==> src/rtl/bp_stream_byte_packer.sv <==
// Packs a little-endian byte stream into stream_data_width_p words behind a 2-entry
// output FIFO; partial words are dropped after an idle timeout and flagged sticky.
module bp_stream_byte_packer #(
    parameter int stream_data_width_p = 32,
    parameter int idle_timeout_p      = 1024,
    parameter int count_width_p       = 32
) (
    input  logic                           clk_i,
    input  logic                           reset_i,
    input  logic                           byte_v_i,
    input  logic [7:0]                     byte_i,
    output logic                           byte_ready_o,
    output logic                           stream_v_o,
    output logic [stream_data_width_p-1:0] stream_data_o,
    input  logic                           stream_ready_i,
    output logic [count_width_p-1:0]       words_o,
    output logic                           drop_o
);

    localparam int bytes_lp      = stream_data_width_p / 8;
    localparam int idx_width_lp  = $clog2(bytes_lp);
    localparam int idle_width_lp = (idle_timeout_p > 1) ? $clog2(idle_timeout_p) : 1;
    localparam logic [idx_width_lp-1:0]  idx_last_lp  = idx_width_lp'(bytes_lp - 1);
    localparam logic [idle_width_lp-1:0] idle_last_lp =
        idle_width_lp'((idle_timeout_p > 0) ? idle_timeout_p - 1 : 0);
    localparam logic timeout_en_lp = (idle_timeout_p > 0);

    logic [stream_data_width_p-1:0] asm_q, asm_d;
    logic [idx_width_lp-1:0]        idx_q, idx_d;
    logic [idle_width_lp-1:0]       idle_q, idle_d;
    logic                           drop_q, drop_d;
    logic [stream_data_width_p-1:0] buf_q [2];
    logic                           rd_ptr_q, wr_ptr_q;
    logic [1:0]                     cnt_q, cnt_d;
    logic [count_width_p-1:0]       words_q;

    logic                           last_byte, buf_full, accept, enq, deq;
    logic [stream_data_width_p-1:0] word_done;

    assign last_byte    = (idx_q == idx_last_lp);
    assign buf_full     = (cnt_q == 2'd2);
    // Ready depends only on registered state, so downstream ready never reaches the byte port.
    assign byte_ready_o = ~(last_byte & buf_full);
    assign accept       = byte_v_i & byte_ready_o;
    assign enq          = accept & last_byte;
    assign deq          = (cnt_q != 2'd0) & stream_ready_i;
    assign word_done    = {byte_i, asm_q[stream_data_width_p-9:0]};

    assign stream_v_o    = (cnt_q != 2'd0);
    assign stream_data_o = buf_q[rd_ptr_q];
    assign words_o       = words_q;
    assign drop_o        = drop_q;

    // NOTE: every signal assigned here gets a default first, so no path can infer a latch.
    always_comb begin
        asm_d  = asm_q;
        idx_d  = idx_q;
        idle_d = idle_q;
        drop_d = drop_q;
        if (accept) begin
            asm_d[{idx_q, 3'b000} +: 8] = byte_i;
            idx_d  = last_byte ? '0 : idx_q + 1'b1;
            idle_d = '0;
        end else if (idx_q == '0) begin
            idle_d = '0;
        end else if (!byte_v_i && timeout_en_lp) begin
            // A byte arriving on the expiry cycle is accepted above, so it always beats the drop.
            if (idle_q == idle_last_lp) begin
                idx_d  = '0;
                idle_d = '0;
                drop_d = 1'b1;
            end else begin
                idle_d = idle_q + 1'b1;
            end
        end
    end

    always_comb begin
        cnt_d = cnt_q;
        case ({enq, deq})
            2'b10:   cnt_d = cnt_q + 2'd1;
            2'b01:   cnt_d = cnt_q - 2'd1;
            default: cnt_d = cnt_q;
        endcase
    end

    // NOTE: state registers use non-blocking assignments so all updates see pre-edge values.
    always_ff @(posedge clk_i) begin
        if (reset_i) begin
            idx_q    <= '0;
            idle_q   <= '0;
            drop_q   <= 1'b0;
            rd_ptr_q <= 1'b0;
            wr_ptr_q <= 1'b0;
            cnt_q    <= 2'd0;
            words_q  <= '0;
        end else begin
            idx_q   <= idx_d;
            idle_q  <= idle_d;
            drop_q  <= drop_d;
            cnt_q   <= cnt_d;
            if (enq) wr_ptr_q <= ~wr_ptr_q;
            if (deq) begin
                rd_ptr_q <= ~rd_ptr_q;
                words_q  <= words_q + 1'b1;
            end
        end
    end

    // NOTE: data storage is not reset; occupancy and byte index alone decide what is valid.
    always_ff @(posedge clk_i) begin
        asm_q <= asm_d;
        if (enq) buf_q[wr_ptr_q] <= word_done;
    end

endmodule

==> config.mk <==
export PLATFORM = sky130hd
export DESIGN_NAME = bp_stream_byte_packer
export DESIGN_NICKNAME = d
export VERILOG_FILES = /design/src/rtl/bp_stream_byte_packer.sv
export SDC_FILE = /design/constraint.sdc
export NUM_CORES = 1
export LEC_CHECK = 0
export CORE_MARGIN = 4
export CORE_UTILIZATION = 40
export CTS_BUF_LIST = sky130_fd_sc_hd__clkbuf_16
export DETAILED_ROUTE_END_ITERATION = 16
export PLACE_DENSITY = 0.74
export SLEW_MARGIN = 25
export SYNTH_ARGS = -nofsm -noshare
export SYNTH_HDL_FRONTEND = slang
export SYNTH_SLANG_ARGS = --single-unit
==> constraint.sdc <==
create_clock -name clk_i -period 2.58 [get_ports clk_i]
set_input_delay 0.387 -clock clk_i [delete_from_list [all_inputs] [get_ports clk_i]]
set_output_delay 0.387 -clock clk_i [all_outputs]
set_load 0.02 [all_outputs]
==> PnR_summary.wiki <==
{| class="wikitable"
! Metric !! Value
|-
| Post-synth EDFFs || 88
|-
| PD cells || 669 mW/mm^2
|-
| Worst hold path startpoint || asm_q[14]
|-
| Worst hold-check path type || reg -> reg
|-
| Worst clock skew || 0.00696 ns
|-
| Area share of the largest cell type after synthesis || 0.474
|-
| Maximum fanout encountered on the critical timing path || 7
|-
| TritonCTS Sinks || 138
|-
| Remaining antenna violation count || 0
|-
| Clock tree from TritonCTS || yes
|-
| DRC || 0
|-
| Met3 WL post-DR || 631 microns
|-
| # diodes || 0
|-
| DP Wirelength || 7040 microns
|-
| Quantity of gates resized following cts || 0
|-
| Count of hold-fix buffers inserted at cts || 0
|-
| Met1 routed wirelength after detailed routing || 4500 microns
|-
| Count of placed standard cells in the final layout, fillers left out || 694
|-
| Synth Cell Area || 0.00557 sq mm
|-
| Wire length per cell || 15.3 microns
|-
| Max IR drop VDD || 0.413 mV
|-
| Core Area || 0.0135 sq mm
|-
| Top_reg_cell synth || sky130_fd_sc_hd__edfxtp_1
|-
| Number of vias after detailed routing || 3565
|-
| Largest area contributor in the netlist || sky130_fd_sc_hd__edfxtp_1
|-
| Cell with the biggest individual delay on the critical path || sky130_fd_sc_hd__clkdlybuf4s50_1
|-
| Synth warnings || 0
|-
| Total Wirelength || 10600 microns
|-
| Starting Density || 0.414
|-
| Final core area utilization || 0.532
|-
| Antenna violations before repair || 0
|-
| Sequential-to-total area share from yosys stat || 0.654
|-
| Post-CTS Setup Inserts || 0
|-
| Overall Global Routing Usage || 0.139
|-
| Insertion delay of the later-clocked pin in the worst-skew pair || 0.42 ns
|-
| Worst reg-to-reg path cell count || 5
|-
| Maximum number of buffers from clock root to sink || 2
|-
| Net count of the finished layout || 526
|-
| Measured slew at the worst slew-check pin || 0.729 ns
|-
| Post-Synthesis Net Count || 436
|-
| Crit end category || output port
|-
| Ports placed on the boundary || 79
|-
| Top sig layer || met4
|-
| Final hold viol count || 0
|-
| Growth of design area from synthesis to finish || 28.4%
|-
| Die Ht || 126 microns
|-
| Final setup TNS || 0 ns
|-
| Clock period minus worst slack || 2.34 ns
|-
| Level count of the clock H-tree || 4
|-
| Startpoint class of the critical path || register
|-
| RSZ-0062 raised after global routing || false
|-
| Ratio of cells with drive above 1 in the final layout || 0.156
|-
| Setup slack of the worst register-to-register path || 0.52 ns
|-
| Num rows || 42
|-
| Flip-flop and latch count after synthesis || 138
|-
| Buffers added on ports || 78
|-
| Total count of max-transition violations in the final report || 0
|-
| Root cell of the clock tree || sky130_fd_sc_hd__clkbuf_16
|-
| Area of the die || 0.0159 sq mm
|-
| Detailed-routing iteration count for the pre-antenna-repair pass || 4
|-
| Outcome || completed
|-
| Clock slew at the register clock pins of the worst setup and hold paths || 0.06 ns
|-
| Routed vias/inst || 5.14
|-
| Most frequent cell after synthesis || sky130_fd_sc_hd__edfxtp_1
|-
| Number of setup violations in the final report || 0
|-
| Die Span X || 126 microns
|-
| WHS Path Cells || 0
|-
| Critical path class || reg -> out
|-
| Post-synthesis average cell area || 13.4 sq um
|-
| Number of instances in the synthesized netlist || 416
|-
| Worst hold path endpoint || buf_q[0][14]
|-
| Total overflow reported by the global router || 0
|-
| Stage delay of the slowest cell on the critical path || 0.54 ns
|-
| Cells traversed along the worst timing path || ha_1 -> nand3b_1 -> buf_4 -> clkdlybuf4s50_1
|-
| CTS Buf Count || 17
|-
| Placed Cells incl. Taps || 663
|-
| WP data arrival || 1.96 ns
|-
| Fraction of synthesis flops using an asynchronous set or reset pin || 0
|-
| Total length of routed met2 wires || 5330 microns
|-
| Iteration-0 DRC count of the detailed router || 196
|-
| Distinct cell type count of the synthesized netlist || 38
|-
| Number of global-route vias before repair || 3592
|-
| Largest net degree at the start of global routing || 33
|-
| Required time of the worst setup path || 2.19 ns
|-
| Max-cap violation count || 0
|-
| Slew HR || 0.513
|-
| Dominant cells by area after synthesis || sky130_fd_sc_hd__edfxtp_1 47%, sky130_fd_sc_hd__dfxtp_1 18%, sky130_fd_sc_hd__mux2_2 6.7%, sky130_fd_sc_hd__and2_1 2.9%, sky130_fd_sc_hd__xor2_1 2.5%
|-
| FF-to-FF Start || words_o[0]
|-
| Most frequent cells after synthesis || 88 x sky130_fd_sc_hd__edfxtp_1, 50 x sky130_fd_sc_hd__dfxtp_1, 33 x sky130_fd_sc_hd__mux2_2
|-
| Fin crit share || 0.908
|-
| First-pass GRT wire length || 17700 microns
|-
| Leak || 2.41 nW
|-
| Endpoint of the worst register-to-register path || words_o[30]
|-
| Maximum clock frequency || 0.427 GHz
|-
| GP Congestion || 0.801
|}
-- layer usage --
| layer | global-route usage | vias up |
|---|---|---|
| li1 | - | 1730 |
| met1 | 0.168 | 1711 |
| met2 | 0.233 | 111 |
| met3 | 0.0449 | 13 |
| met4 | 0.0536 | 0 |
| met5 | 0 | - |
-- worst max-delay path, delay by kind of cell, from the launching register on --
kind | cells | cell delay, ns
buffers and inverters | 2 | 0.72
and+or+nand+nor | 1 | 0.11
DFF | 1 | 0.46
adders and majority gates | 1 | 0.25
-- through the flow --
stage	worst slack (ns)	total power [W]	instance area [sq um]	hold WS, ns
global placement	0.360	0.00260	6600	0.422
global route	0.147	0.00496	7160	0.450
CTS	0.215	0.00483	7160	0.445
detailed placement	0.284	0.00261	6600	0.432
finish	0.237	0.00479	7160	0.444
floorplan	0.219	0.00253	5580	0.421
-- where the power goes --
group | leakage, nW | internal [W] | switching [W]
clock network | 0.251 | 0.00132 | 0.000909
registers | 1.21 | 0.00238 | 0.0000156
logic | 0.952 | 0.0000749 | 0.0000904
-- flip-flops by register name, indices dropped and copies added (netlist names), named ones only --
name and flops:
asm_q 24, buf_q 64, cnt_q 2, drop_o 1, idle_q 10, idx_q 2
rd_ptr_q 1, words_o 32, wr_ptr_q 1
-- area by class of cell --
| class | count | area [sq um] |
|---|---|---|
| multi-input combinational | 254 | 1820 |
| sequential | 138 | 3640 |
| timing repair buffer | 89 | 901 |
| tap | 176 | 220 |
| fill | 1119 | 6300 |
| clock inverter | 14 | 126 |
| clock buffer | 17 | 425 |
| inverter | 6 | 22.5 |
-- worst max-delay path by stage --
stage                   endpoint      startpoint  depth (start not counted)  slack (ns)
finish              byte_ready_o        idx_q[0]                          4        0.24
global route        byte_ready_o        idx_q[0]                          4        0.15
CTS                 byte_ready_o        idx_q[0]                          4        0.22
detailed placement   words_o[20]  stream_ready_i                          5        0.28
global placement     words_o[30]  stream_ready_i                          5        0.36
floorplan            buf_q[0][0]        idx_q[0]                          4        0.22
-- cells in the final DEF, fill, tap and decap left out, drive strengths merged, types with 11 or more instances in the layout --
cell type / instances
edfxtp: 88
clkdlybuf4s50: 78
dfxtp: 50
mux2: 33
nor2: 28
and2: 26
a21oi: 23
clkbuf: 17
xor2: 16
nand3: 14
nand2: 13
nand4: 12
o21ai: 11
or3: 11
buf: 11
-- cells by family after synthesis --
kind of cell,count (synthesis),share of synthesized area
compound gates,50,0.0527
xor+xnor,23,0.0361
fa+ha+maj,8,0.0180
buf+inv,24,0.0209
flops,138,0.654
mux,35,0.0703
simple gates,138,0.148
No activity file was read; power rests on OpenSTA's default activity.
